**config.mk**
```make
export PLATFORM = sky130hd
export DESIGN_NAME = hamming_err_ctrl
export DESIGN_NICKNAME = d
export VERILOG_FILES = /design/src/rtl/hamming_err_ctrl.sv
export SDC_FILE = /design/constraint.sdc
export NUM_CORES = 1
export LEC_CHECK = 0
export CAP_MARGIN = 0
export CORE_MARGIN = 5
export CORE_UTILIZATION = 56
export DETAILED_ROUTE_END_ITERATION = 10
export PLACE_DENSITY = 0.89
export SETUP_SLACK_MARGIN = 0.3
export SYNTH_ARGS = -nofsm -noshare
export SYNTH_HDL_FRONTEND = slang
export SYNTH_SLANG_ARGS = --single-unit
```
**constraint.sdc**
```tcl
create_clock -name clk -period 8.67 [get_ports clk]
set_clock_uncertainty 0.2 [all_clocks]
set_input_delay 1.3005 -clock clk [delete_from_list [all_inputs] [get_ports clk]]
set_output_delay 1.3005 -clock clk [all_outputs]
set_load 0.03 [all_outputs]
```
**src/rtl/hamming_err_ctrl.sv**
```systemverilog
// -----------------------------------------------------------------------------
// hamming_err_ctrl
//
// Error-injection campaign controller for a Hamming(7,4) test path. It accepts
// a fixed number of codewords from the encoder and, for each accepted word,
// tells a registered bit-flip stage whether to flip a bit and which one. The
// flip stage has one cycle of latency, and out_valid is aligned to its output.
//
// Injection modes (latched at start):
//   0 none    : never inject
//   1 fixed   : inject at fixed_pos (fixed_pos = 7 disables injection)
//   2 walking : inject at a pointer that steps 0..6 and wraps
//   3 random  : inject at LFSR-1 (3-bit LFSR, x^3+x^2+1, period 7)
//
// Configuration macro:
//   HAMMING_ERR_LFSR_EN : when defined, mode 3 uses the LFSR. When undefined,
//                         no LFSR is built and mode 3 behaves as mode 0.
//
// Parameters:
//   CNT_W     : width of n_words, word_cnt and inj_cnt
//   LFSR_SEED : nonzero LFSR reload value
//
// Ports:
//   clk, rst           : clock (rising edge), asynchronous active-high reset
//   start              : begin a campaign (sampled in IDLE only)
//   stop               : abort a campaign (sampled in RUN only)
//   mode, fixed_pos,
//   n_words            : campaign configuration, latched at start
//   cw_valid, cw_ready : codeword handshake from the encoder
//   err_en, err_pos    : EN and bit position of the registered flip stage
//   out_valid          : flip stage output holds a campaign word this cycle
//   done               : one-cycle campaign completion pulse
//   word_cnt, inj_cnt  : words accepted / errors injected in this campaign
// -----------------------------------------------------------------------------
module hamming_err_ctrl #(
  parameter int unsigned CNT_W     = 8,
  parameter logic [2:0]  LFSR_SEED = 3'b001
) (
  input  logic             clk,
  input  logic             rst,
  input  logic             start,
  input  logic             stop,
  input  logic [1:0]       mode,
  input  logic [2:0]       fixed_pos,
  input  logic [CNT_W-1:0] n_words,
  input  logic             cw_valid,
  output logic             cw_ready,
  output logic             err_en,
  output logic [2:0]       err_pos,
  output logic             out_valid,
  output logic             done,
  output logic [CNT_W-1:0] word_cnt,
  output logic [CNT_W-1:0] inj_cnt
);

  typedef enum logic [1:0] {IDLE, RUN, DRAIN, DONE} state_t;
  typedef enum logic [1:0] {MODE_NONE, MODE_FIXED, MODE_WALK, MODE_RAND} mode_t;

  // Highest codeword bit index; the walking pointer wraps after it.
  localparam logic [2:0] LAST_POS   = 3'd6;
  // A fixed position of 7 points outside the 7-bit codeword: no injection.
  localparam logic [2:0] NO_INJ_POS = 3'd7;

  // An all-zero seed would lock the LFSR at zero forever.
  if (LFSR_SEED == 3'b000) begin : g_seed_check
    $error("hamming_err_ctrl: LFSR_SEED must be nonzero");
  end

  state_t           state_q, state_d;
  mode_t            mode_q;
  logic [2:0]       fixed_pos_q;
  logic [CNT_W-1:0] n_words_q;
  logic [2:0]       walk_ptr_q;

  logic             launch;
  logic             accept;
  logic             inject;
  logic [2:0]       sched_pos;
  logic [CNT_W-1:0] word_cnt_nxt;

  // ---------------------------------------------------------------------------
  // Handshake and schedule decode
  // ---------------------------------------------------------------------------
  assign launch       = (state_q == IDLE) && start;
  assign cw_ready     = (state_q == RUN) && (word_cnt < n_words_q);
  assign accept       = cw_valid && cw_ready;
  assign word_cnt_nxt = word_cnt + CNT_W'(accept);

`ifdef HAMMING_ERR_LFSR_EN
  logic [2:0] lfsr_q;

  // Fibonacci form of x^3+x^2+1: feedback = bit2 ^ bit1, shifted in at bit0.
  // Steps only on accepted words so the sequence is tied to words, not time.
  always_ff @(posedge clk or posedge rst) begin
    if (rst) begin
      lfsr_q <= LFSR_SEED;
    end else if (launch) begin
      lfsr_q <= LFSR_SEED;
    end else if (accept) begin
      lfsr_q <= {lfsr_q[1:0], lfsr_q[2] ^ lfsr_q[1]};
    end
  end
`endif

  // Position and inject decision come only from latched config and schedule
  // registers; cw_valid enters only through accept when gating err_en.
  always_comb begin
    // NOTE: every output of a combinational block gets a default first so that
    // no path leaves it unassigned, which would infer a latch.
    inject    = 1'b0;
    sched_pos = 3'd0;
    case (mode_q)
      MODE_FIXED: begin
        inject    = (fixed_pos_q != NO_INJ_POS);
        sched_pos = fixed_pos_q;
      end
      MODE_WALK: begin
        inject    = 1'b1;
        sched_pos = walk_ptr_q;
      end
      MODE_RAND: begin
`ifdef HAMMING_ERR_LFSR_EN
        inject    = 1'b1;
        sched_pos = lfsr_q - 3'd1;
`else
        inject    = 1'b0;
        sched_pos = 3'd0;
`endif
      end
      default: begin
        inject    = 1'b0;
        sched_pos = 3'd0;
      end
    endcase
  end

  // The flip stage registers EN in the accept cycle, so EN must be
  // combinational from cw_valid. The position is forced to 0 when idle so the
  // flip stage never sees a stale index.
  assign err_en  = accept && inject;
  assign err_pos = err_en ? sched_pos : 3'd0;

  assign done = (state_q == DONE);

  // ---------------------------------------------------------------------------
  // Campaign FSM
  // ---------------------------------------------------------------------------
  always_comb begin
    state_d = state_q;
    case (state_q)
      IDLE: begin
        if (start) state_d = RUN;
      end
      RUN: begin
        // Compare against the post-accept count so the last accept (or a stop
        // in the same cycle) moves straight to DRAIN, where its out_valid
        // appears. n_words = 0 leaves RUN on its first cycle.
        if (stop || (word_cnt_nxt == n_words_q)) state_d = DRAIN;
      end
      DRAIN:   state_d = DONE;
      DONE:    state_d = IDLE;
      default: state_d = IDLE;
    endcase
  end

  always_ff @(posedge clk or posedge rst) begin
    // NOTE: sequential state uses non-blocking assignments so every register
    // samples the pre-edge values, independent of statement order.
    if (rst) state_q <= IDLE;
    else     state_q <= state_d;
  end

  // ---------------------------------------------------------------------------
  // Latched configuration, schedule state and statistics
  // ---------------------------------------------------------------------------
  always_ff @(posedge clk or posedge rst) begin
    // NOTE: config and counters are reset as well as reloaded at start, so a
    // reset mid-campaign leaves nothing stale visible on word_cnt/inj_cnt.
    if (rst) begin
      mode_q      <= MODE_NONE;
      fixed_pos_q <= 3'd0;
      n_words_q   <= '0;
      walk_ptr_q  <= 3'd0;
      word_cnt    <= '0;
      inj_cnt     <= '0;
      out_valid   <= 1'b0;
    end else begin
      // Mirrors the flip stage's single register so the two stay aligned.
      out_valid <= accept;
      if (launch) begin
        mode_q      <= mode_t'(mode);
        fixed_pos_q <= fixed_pos;
        n_words_q   <= n_words;
        walk_ptr_q  <= 3'd0;
        word_cnt    <= '0;
        inj_cnt     <= '0;
      end else if (accept) begin
        // word_cnt is bounded by n_words_q, so neither counter can wrap.
        word_cnt <= word_cnt_nxt;
        if (err_en) inj_cnt <= inj_cnt + CNT_W'(1);
        walk_ptr_q <= (walk_ptr_q == LAST_POS) ? 3'd0 : walk_ptr_q + 3'd1;
      end
    end
  end

endmodule

```
==> run metrics <==
Final Max Slew Viols=0; crit path DAT=3.41 ns; kind of cell adding the most delay to the critical path=buffers and inverters; first-pass GRT wire length=just under 8000 um; number of synthesized flops with an enable pin=0; Required @ worst endpoint=7.17 ns; die width=71.3 um; Antenna diodes=0; HPWL Detailed=3390 um; min Tclk post-route=4.91 ns; clock slew at reported path FFs=about 0.06 ns; P_int=just under 400 uW; Mapped Area=between 2000 and 2500 um2; Clock Path Buffers=2; unrepaired setup endpoints after global routing=false; Detailed Route Iter0 Violations=120; switching share of power=41.3%; largest net degree at the start of global routing=36; share of the synthesized area in the top cell type=a little over two fifths; CTS-repair resized insts=0; Hold WC Path Type=flip-flop to flip-flop; met1 Track Usage GR=24.0%; Slowest cell on crit path=clkdlybuf4s50_1; global route overflow=0; cells along the critical path=clkdlybuf4s50_1 > nand2_1 > a21o_1 > inv_2 > nand2_1 > nor2_1 > clkdlybuf4s50_1; Post-synth ARST share=between 90% and 100%; Clk network pwr share=17.7%; setup ws final=3.76 ns; relative slew slack=slightly above 50%; total of max-cap violations=0; leak pwr=around 0.0012 uW; reg-to-reg slack, setup=between 4 and 5 ns; status=complete, no violations; nets=roughly 310; Avg Cell Area, Syn=approximately 9.1 um2; drt pass-1 iters=5; ANT nets after route=0; FF-to-FF path depth=13; CTS buffer count=5; post-synthesis sequential area ratio=between 40% and 50%; slowest stage delay, CP=0.68 ns; Max FO, Critical Path=19; Initial Utilization=~57%; post-DR wirelength/cell=roughly 15 um; syn nets=~270; I/O Buffers=40; die span in y=71.3 um; Worst IR Drop VDD=0.000147 V; Synth cell types=45; Worst Hold Path Cells=2; pwr/cell area=255 nW/um2; Yosys reg bits=35; setup TNS=0 ns; Synth area leaders=dfrtp_1 42%, ha_1 10%, nand2_1 5.7%; post-placement worst setup slack=3.77 ns; clock root buffer=clkbuf_8; sequential power share=about two fifths; H-tree depth=2; I/O pins=41; Fill cells=280; die area=around 5100 um2; routability congestion estimate=0.860; grt met3 use=under 10%; Residual DRC=0; initial antenna violation count=0; warnings from Yosys=0; # rows=22; layout cells sized above 1=about 7.4%; CTS tree=built; Syn Inst Count=230; final setup vio count=0; worst-margin pin slew=roughly 0.71 ns; Skew-Pair Late Insertion Delay=a little under 0.3 ns; global routing's busiest layer=met2; Fmax achieved=between 0.2 and 0.25 GHz; commonest cells in the netlist=35 x dfrtp_1, 32 x nand2_1, 20 x a21oi_1, 18 x inv_1, 18 x o21ai_0; CTS Hold Bufs=0; layout overhead on the synthesized area=25.2%; Psw=around 280 uW; vias post-DR=roughly 1,800; WP depth=7; vias per std cell=roughly 5.5; Buf+Inv Stages, Crit Path=3; Core Area=approximately 3700 um2; setup bufs post-CTS=0; Logic pwr share=between 40 and 50%; final period utilization=56.6%; most frequent cell after synthesis=dfrtp_1; Sink Count=35; Most used DFF post-synth=dfrtp_1; Fin. Hold Viols=0; met2 Use GR=around a third; critical path class=primary input to primary output; vias in the first global route=roughly 1,800; Tot GR Track Use=between 10% and 20%; Worst setup SP type=primary input; WL final=4650 um; post-synth top area cell=dfrtp_1; crit end category=primary output
==> placed cells by master, fill, tap and decap left out, drive strengths merged, types with 2 or more instances in the layout <==
cell type      synthesis  routed
clkdlybuf4s50          0      40
dfrtp                 35      35
nand2                 32      32
a21oi                 20      20
inv                   20      20
o21ai                 19      19
ha                    17      17
nor2                  13      13
xnor2                  9       9
mux2i                  6       6
clkbuf                 6       6
nand3                  6       6
or3                    5       5
o31ai                  4       4
or4                    3       3
a22oi                  3       3
nand2b                 2       2
a211oi                 2       2
a21o                   2       2
a31o                   2       2
nor3b                  2       2
xor2                   2       2
buf                    1       2
or2                    2       2
==> worst register-to-register path, cell delays in order (launching register included) <==
cell and delay [ns]:
dfrtp_1 0.49, ha_1 0.36, a211o_1 0.26, a21oi_1 0.13, o21ai_1 0.16, a21o_1 0.40, inv_2 0.26, ha_1 0.22
ha_1 0.26, nand3_1 0.15, or2_2 0.35, xnor2_1 0.15, o41ai_2 0.40, mux2_1 0.36
==> flip-flops by register name (all words and copies together) (netlist names) <==
register / flops
fixed_pos_q: 3
inj_cnt: 8
mode_q: 2
n_words_q: 8
out_valid: 1
state_q: 2
walk_ptr_q: 3
word_cnt: 8
==> cells by family after synthesis <==
logic type | count (synthesis) | synth area share [%]
multiplexers | 7 | 3.39
adder cells (fa/ha/maj) | 17 | 10.1
AO/OA/AOI/OAI | 62 | 18.4
flip-flops | 35 | 41.7
buffers and inverters | 27 | 5.18
AND/OR/NAND/NOR | 71 | 16.7
XOR/XNOR | 11 | 4.58
==> through the flow <==
stage | cell area, um2 | util (%) | cells | power, uW | hold slack [ns]
floorplan | 2100 | - | 230 | 461 | 0.268
global placement | 2540 | 69.5 | 313 | 535 | 0.291
detailed placement | 2540 | 69.5 | 313 | 549 | 0.291
CTS | 2630 | 71.9 | 320 | 673 | 0.308
global route | 2630 | 71.9 | 320 | 719 | 0.355
finish | 2630 | 71.9 | 320 | 671 | 0.311
==> power groups by stage <==
stage	clock network, uW	registers, uW	logic [uW]
floorplan	0	260	200
global placement	0	256	280
detailed placement	0	259	290
CTS	121	256	296
global route	126	263	329
finish	119	257	295
==> cell type report <==
class                      count  area [um2]  share of cell area, %
clock buffer                   6        82.6                   3.14
clock inverter                 1        5.00                  0.190
inverter                      20        75.1                   2.85
multi-input combinational    168        1120                   42.5
sequential                    35         876                   33.3
tap                           48        60.1                   2.28
timing repair buffer          42         415                   15.8
==> routing by layer <==
metal,wire length (um),vias to the layer above
li1,-,887
met1,2010,824
met2,2310,43
met3,238,10
met4,91,0
met5,0,-
==> path summary, 6_finish.rpt <==
kind                                start              to
min                        fixed_pos_q[2]  fixed_pos_q[2]
min in group asynchronous             rst      inj_cnt[6]
max                              cw_valid      err_pos[0]
min reg2reg                fixed_pos_q[2]  fixed_pos_q[2]
max in group asynchronous             rst    n_words_q[3]
max reg2reg                   word_cnt[5]      state_q[1]
No activity file was read; power rests on OpenSTA's default activity.
==> edit 1, RTL diff (same flow settings) <==
Build with the macro `HAMMING_ERR_LFSR_EN` defined.
--- a/src/rtl/hamming_err_ctrl.sv
+++ b/src/rtl/hamming_err_ctrl.sv
@@ -34,2 +34,4 @@
 // -----------------------------------------------------------------------------
+`define HAMMING_ERR_LFSR_EN
+
 module hamming_err_ctrl #(
Behaviour: not the same (Yosys sat finds a counterexample within 4 cycles, from zero or initial values and one cycle with rst high).
==> edit 1 against the original RTL <==
Area after synthesis grew 10%; sequential share of layout area grew 0.22 points; power grew 13%; worst setup slack lost 0.44 ns; sequential cell count grew 3; via count grew 14%; design area grew 8.0%; wire length grew 11%; critical path type unchanged.
==> edit 1: results (changes against the original RTL) <==
GLOBAL ROUTING
-------------------------------------------------------------------------------------
GRT Overall Usage                                                               19.7%   +0.47 points
Vias in the first global route                                                   1918   +7.8%
Maximum number of pins on one net before global-route repair                       41   +14%

POWER AND IR DROP
-------------------------------------------------------------------------------------
Part of the total power dissipated in sequential elements                       37.7%   -0.6 points
Static leakage                                                             0.00125 uW   +9.0%
Internal power consumption                                                     432 uW   +9.7%
Max rail drop VDD                                                              172 uV   +17%

ROUTING
-------------------------------------------------------------------------------------
Detailed-router iteration count before antenna repair                               4   -1
Count of routing violations after the opening detailed-route iteration            115   -4.2%
Routed length per instance                                                    14.6 um   +0.25%

STA
-------------------------------------------------------------------------------------
Hold_ws                                                                      0.306 ns   -0.00428 ns
Tightest slew margin relative to the limit                                      58.6%   +7.2 points
Minimum period implied by the final worst setup slack                         5.35 ns   +0.443 ns

SETUP PATH
-------------------------------------------------------------------------------------
Reg2reg start                                                            word_cnt[7]$_DFFE_PP0P_
Highest cell delay on the worst timing path                                   0.70 ns   +0.02 ns
Reg2reg path depth                                                                 12   -1
Register-to-register setup slack                                              4.57 ns   +0.19 ns

SYNTH
-------------------------------------------------------------------------------------
Number of different library cells in the post-synthesis netlist                    46   +2.2%
Portion of the post-synthesis area used by sequential elements                  41.2%   -0.51 points
Nets in the synthesized netlist                                                   295   +11%
List of most frequent post-synthesis cells                               41 x nand2_1, 37 x dfrtp_1, 21 x inv_1
Post-Synth Adder-Cell Area                                                      8.65%   -1.5 points
Share of the synthesized area in compound gates (AO/OA/AOI/OAI)                 16.7%   -1.7 points

CELLS AND AREA
-------------------------------------------------------------------------------------
Layout fillers                                                                    324   +16%
Net total in the final layout                                                     336   +9.4%

STATUS
-------------------------------------------------------------------------------------
Run status                                                                  completed

PLACEMENT
-------------------------------------------------------------------------------------
Final weighted congestion in routability-driven placement                       0.806   -6.3%
Placed Cells                                                                      345   +10%
Placement Setup Slack                                                         3.35 ns   -0.421 ns

-- edit 1: cell types whose count changed after synthesis, sizes merged, moves of 3 or more --
cell | unedited run | this run
xnor2 | 9 | 12
a21oi | 20 | 14
nand4 | 1 | 5
or3 | 5 | 2
a211oi | 2 | 5
nor2b | 0 | 3
nand2 | 32 | 41
nor2 | 13 | 20
nand3 | 6 | 10
o31ai | 4 | 1
-- edit 1: final cells by class --
| cell class | count | area, sq um | area share, % |
|---|---|---|---|
| clock inverters | 2 | 10.0 | 0.352 |
| repair buffers | 42 | 415 | 14.6 |
| clock buffers | 6 | 72.6 | 2.55 |
| inverters | 22 | 82.6 | 2.91 |
| multi-input cells | 193 | 1250 | 43.9 |
| flip-flops and latches | 38 | 952 | 33.5 |
| well taps | 50 | 62.6 | 2.20 |
-- edit 1: layer usage --
layer	wire length [um]	part of all wire [%]	track usage, %	vias up
li1	-	-	-	984
met4	57	1.1	4.15	0
met2	2520	49	33.8	69
met3	333	6.5	3.24	8
met5	0	0	0	-
met1	2230	43	26.4	949
==> edit 2, RTL diff (same settings) <==
Without the edit above. The 4 states of `state_t` get a one-hot encoding in 4 bits.
--- a/src/rtl/hamming_err_ctrl.sv
+++ b/src/rtl/hamming_err_ctrl.sv
@@ -55,3 +55,3 @@
 
-  typedef enum logic [1:0] {IDLE, RUN, DRAIN, DONE} state_t;
+  typedef enum logic [3:0] {IDLE = 4'b0001, RUN = 4'b0010, DRAIN = 4'b0100, DONE = 4'b1000} state_t;
   typedef enum logic [1:0] {MODE_NONE, MODE_FIXED, MODE_WALK, MODE_RAND} mode_t;
Function: no difference found for any inputs over 10 cycles, from zero or initial values and one cycle with rst high; not proved beyond that.
==> edit 2 against the original RTL <==
Design area up 4.0%; critical path type unchanged; highest routed layer unchanged; wire length up 4.5%; synthesized cell count up 6.1%; worst hold slack better by 0.022 ns; worst setup slack worse by 0.24 ns; sequential cell count up 2; sequential share of layout area up 0.60 points; area after synthesis up 5.7%; power down 14%.
==> edit 2: results (changes against the original RTL) <==
STA
------------------------------------------------------------------------------
Tightest slew margin relative to the limit                               54.1%   +2.7 points

STATUS
------------------------------------------------------------------------------
Run status                                                           completed

SYNTH
------------------------------------------------------------------------------
Post-synthesis xor/xnor area fraction                                    3.15%   -1.4 points
Main area contributors after synthesis                            dfrtp_1 41%, ha_1 6.8%, nand2_1 4.9%
Share of the synthesized area in compound gates (AO/OA/AOI/OAI)          19.6%   +1.2 points
Number of different library cells in the post-synthesis netlist             46   +2.2%
Mux contribution to synthesized area                                    0.901%   -2.5 points
Nets in the synthesized netlist                                            274   +3.4%
Post-Synth Adder-Cell Area                                               6.76%   -3.4 points
Portion of the post-synthesis area used by sequential elements           41.7%   +0.056 points
List of most frequent post-synthesis cells                        36 x dfrtp_1, 29 x nand2_1, 18 x o21ai_0

PLACEMENT
------------------------------------------------------------------------------
Detail Placement HPWL                                                  3550 um   +4.9%
Final weighted congestion in routability-driven placement                0.799   -7.1%

SETUP PATH
------------------------------------------------------------------------------
Largest fanout of any net on the critical path                              17   -2
Arrival time at the worst endpoint                                     3.65 ns   +0.24 ns
Critical Path Slowest Stage Cell                                        or4b_1

ROUTING
------------------------------------------------------------------------------
Routed length per instance                                             14.8 um   +1.9%
Overall via count from detail_route                                       1955   +11%
Detailed-router iteration count before antenna repair                        4   -1

GLOBAL ROUTING
------------------------------------------------------------------------------
Vias in the first global route                                            1796   +0.90%
GRT Overall Usage                                                        18.9%   -0.33 points
First-pass GRT wire length                                             8020 um   +2.5%

POWER AND IR DROP
------------------------------------------------------------------------------
Clock network power share                                                20.1%   +2.4 points
Max rail drop VDD                                                       120 uV   -19%
Sequential logic power                                                  250 uW   -3%
Power dissipated by switching net loads                                 219 uW   -21%
Static leakage                                                      0.00117 uW   +1.6%

-- edit 2: changes by cell type in the layout (fill, tap and decap cells not counted), sizes merged, moves of 5 or more --
cell	unedited run	this run
xnor2	9	3
a221o	0	5
ha	17	12
nor3	0	7
nor2	13	6
o21a	0	6
a21oi	20	11
-- edit 2: final timing paths --
kind / to / cells after the start / from / slack [ns]
max in group asynchronous: state_q[0]$_DFFE_PP1P_ / 3 / rst / 6.70
min: fixed_pos_q[0]$_DFFE_PP0P_ / 2 / fixed_pos_q[0]$_DFFE_PP0P_ / 0.33
max reg2reg: state_q[2]$_DFFE_PP0P_ / 11 / word_cnt[7]$_DFFE_PP0P_ / 4.61
max: err_pos[1] / 5 / cw_valid / 3.52
min reg2reg: fixed_pos_q[0]$_DFFE_PP0P_ / 2 / fixed_pos_q[0]$_DFFE_PP0P_ / 0.33
min in group asynchronous: out_valid$_DFF_PP0_ / 3 / rst / 1.22
-- edit 2: stage by stage --
step                      cells  worst slack [ns]
after floorplan             244              4.46
after global placement      321              3.59
after detailed placement    321              3.55
after CTS                   328              3.54
after global routing        328              3.42
final                       328              3.52
-- edit 2: area by class of cell --
cell class | count | area (sq um) | share of cell area [%]
Clock buffer | 6 | 72.6 | 2.65
Clock inverter | 1 | 8.76 | 0.320
Inverter | 17 | 63.8 | 2.33
Multi-Input combinational cell | 176 | 1180 | 43.2
Sequential cell | 37 | 927 | 33.9
Tap cell | 48 | 60.1 | 2.19
Timing Repair Buffer | 43 | 423 | 15.5
-- edit 2: layer usage --
| layer | GRT usage (%) | routed length (um) | vias up |
|---|---|---|---|
| met5 | 0 | 0 | - |
| met4 | 4.51 | 59 | 0 |
| met3 | 4.82 | 230 | 9 |
| met2 | 33.0 | 2410 | 36 |
| met1 | 23.1 | 2160 | 945 |
| li1 | - | - | 965 |
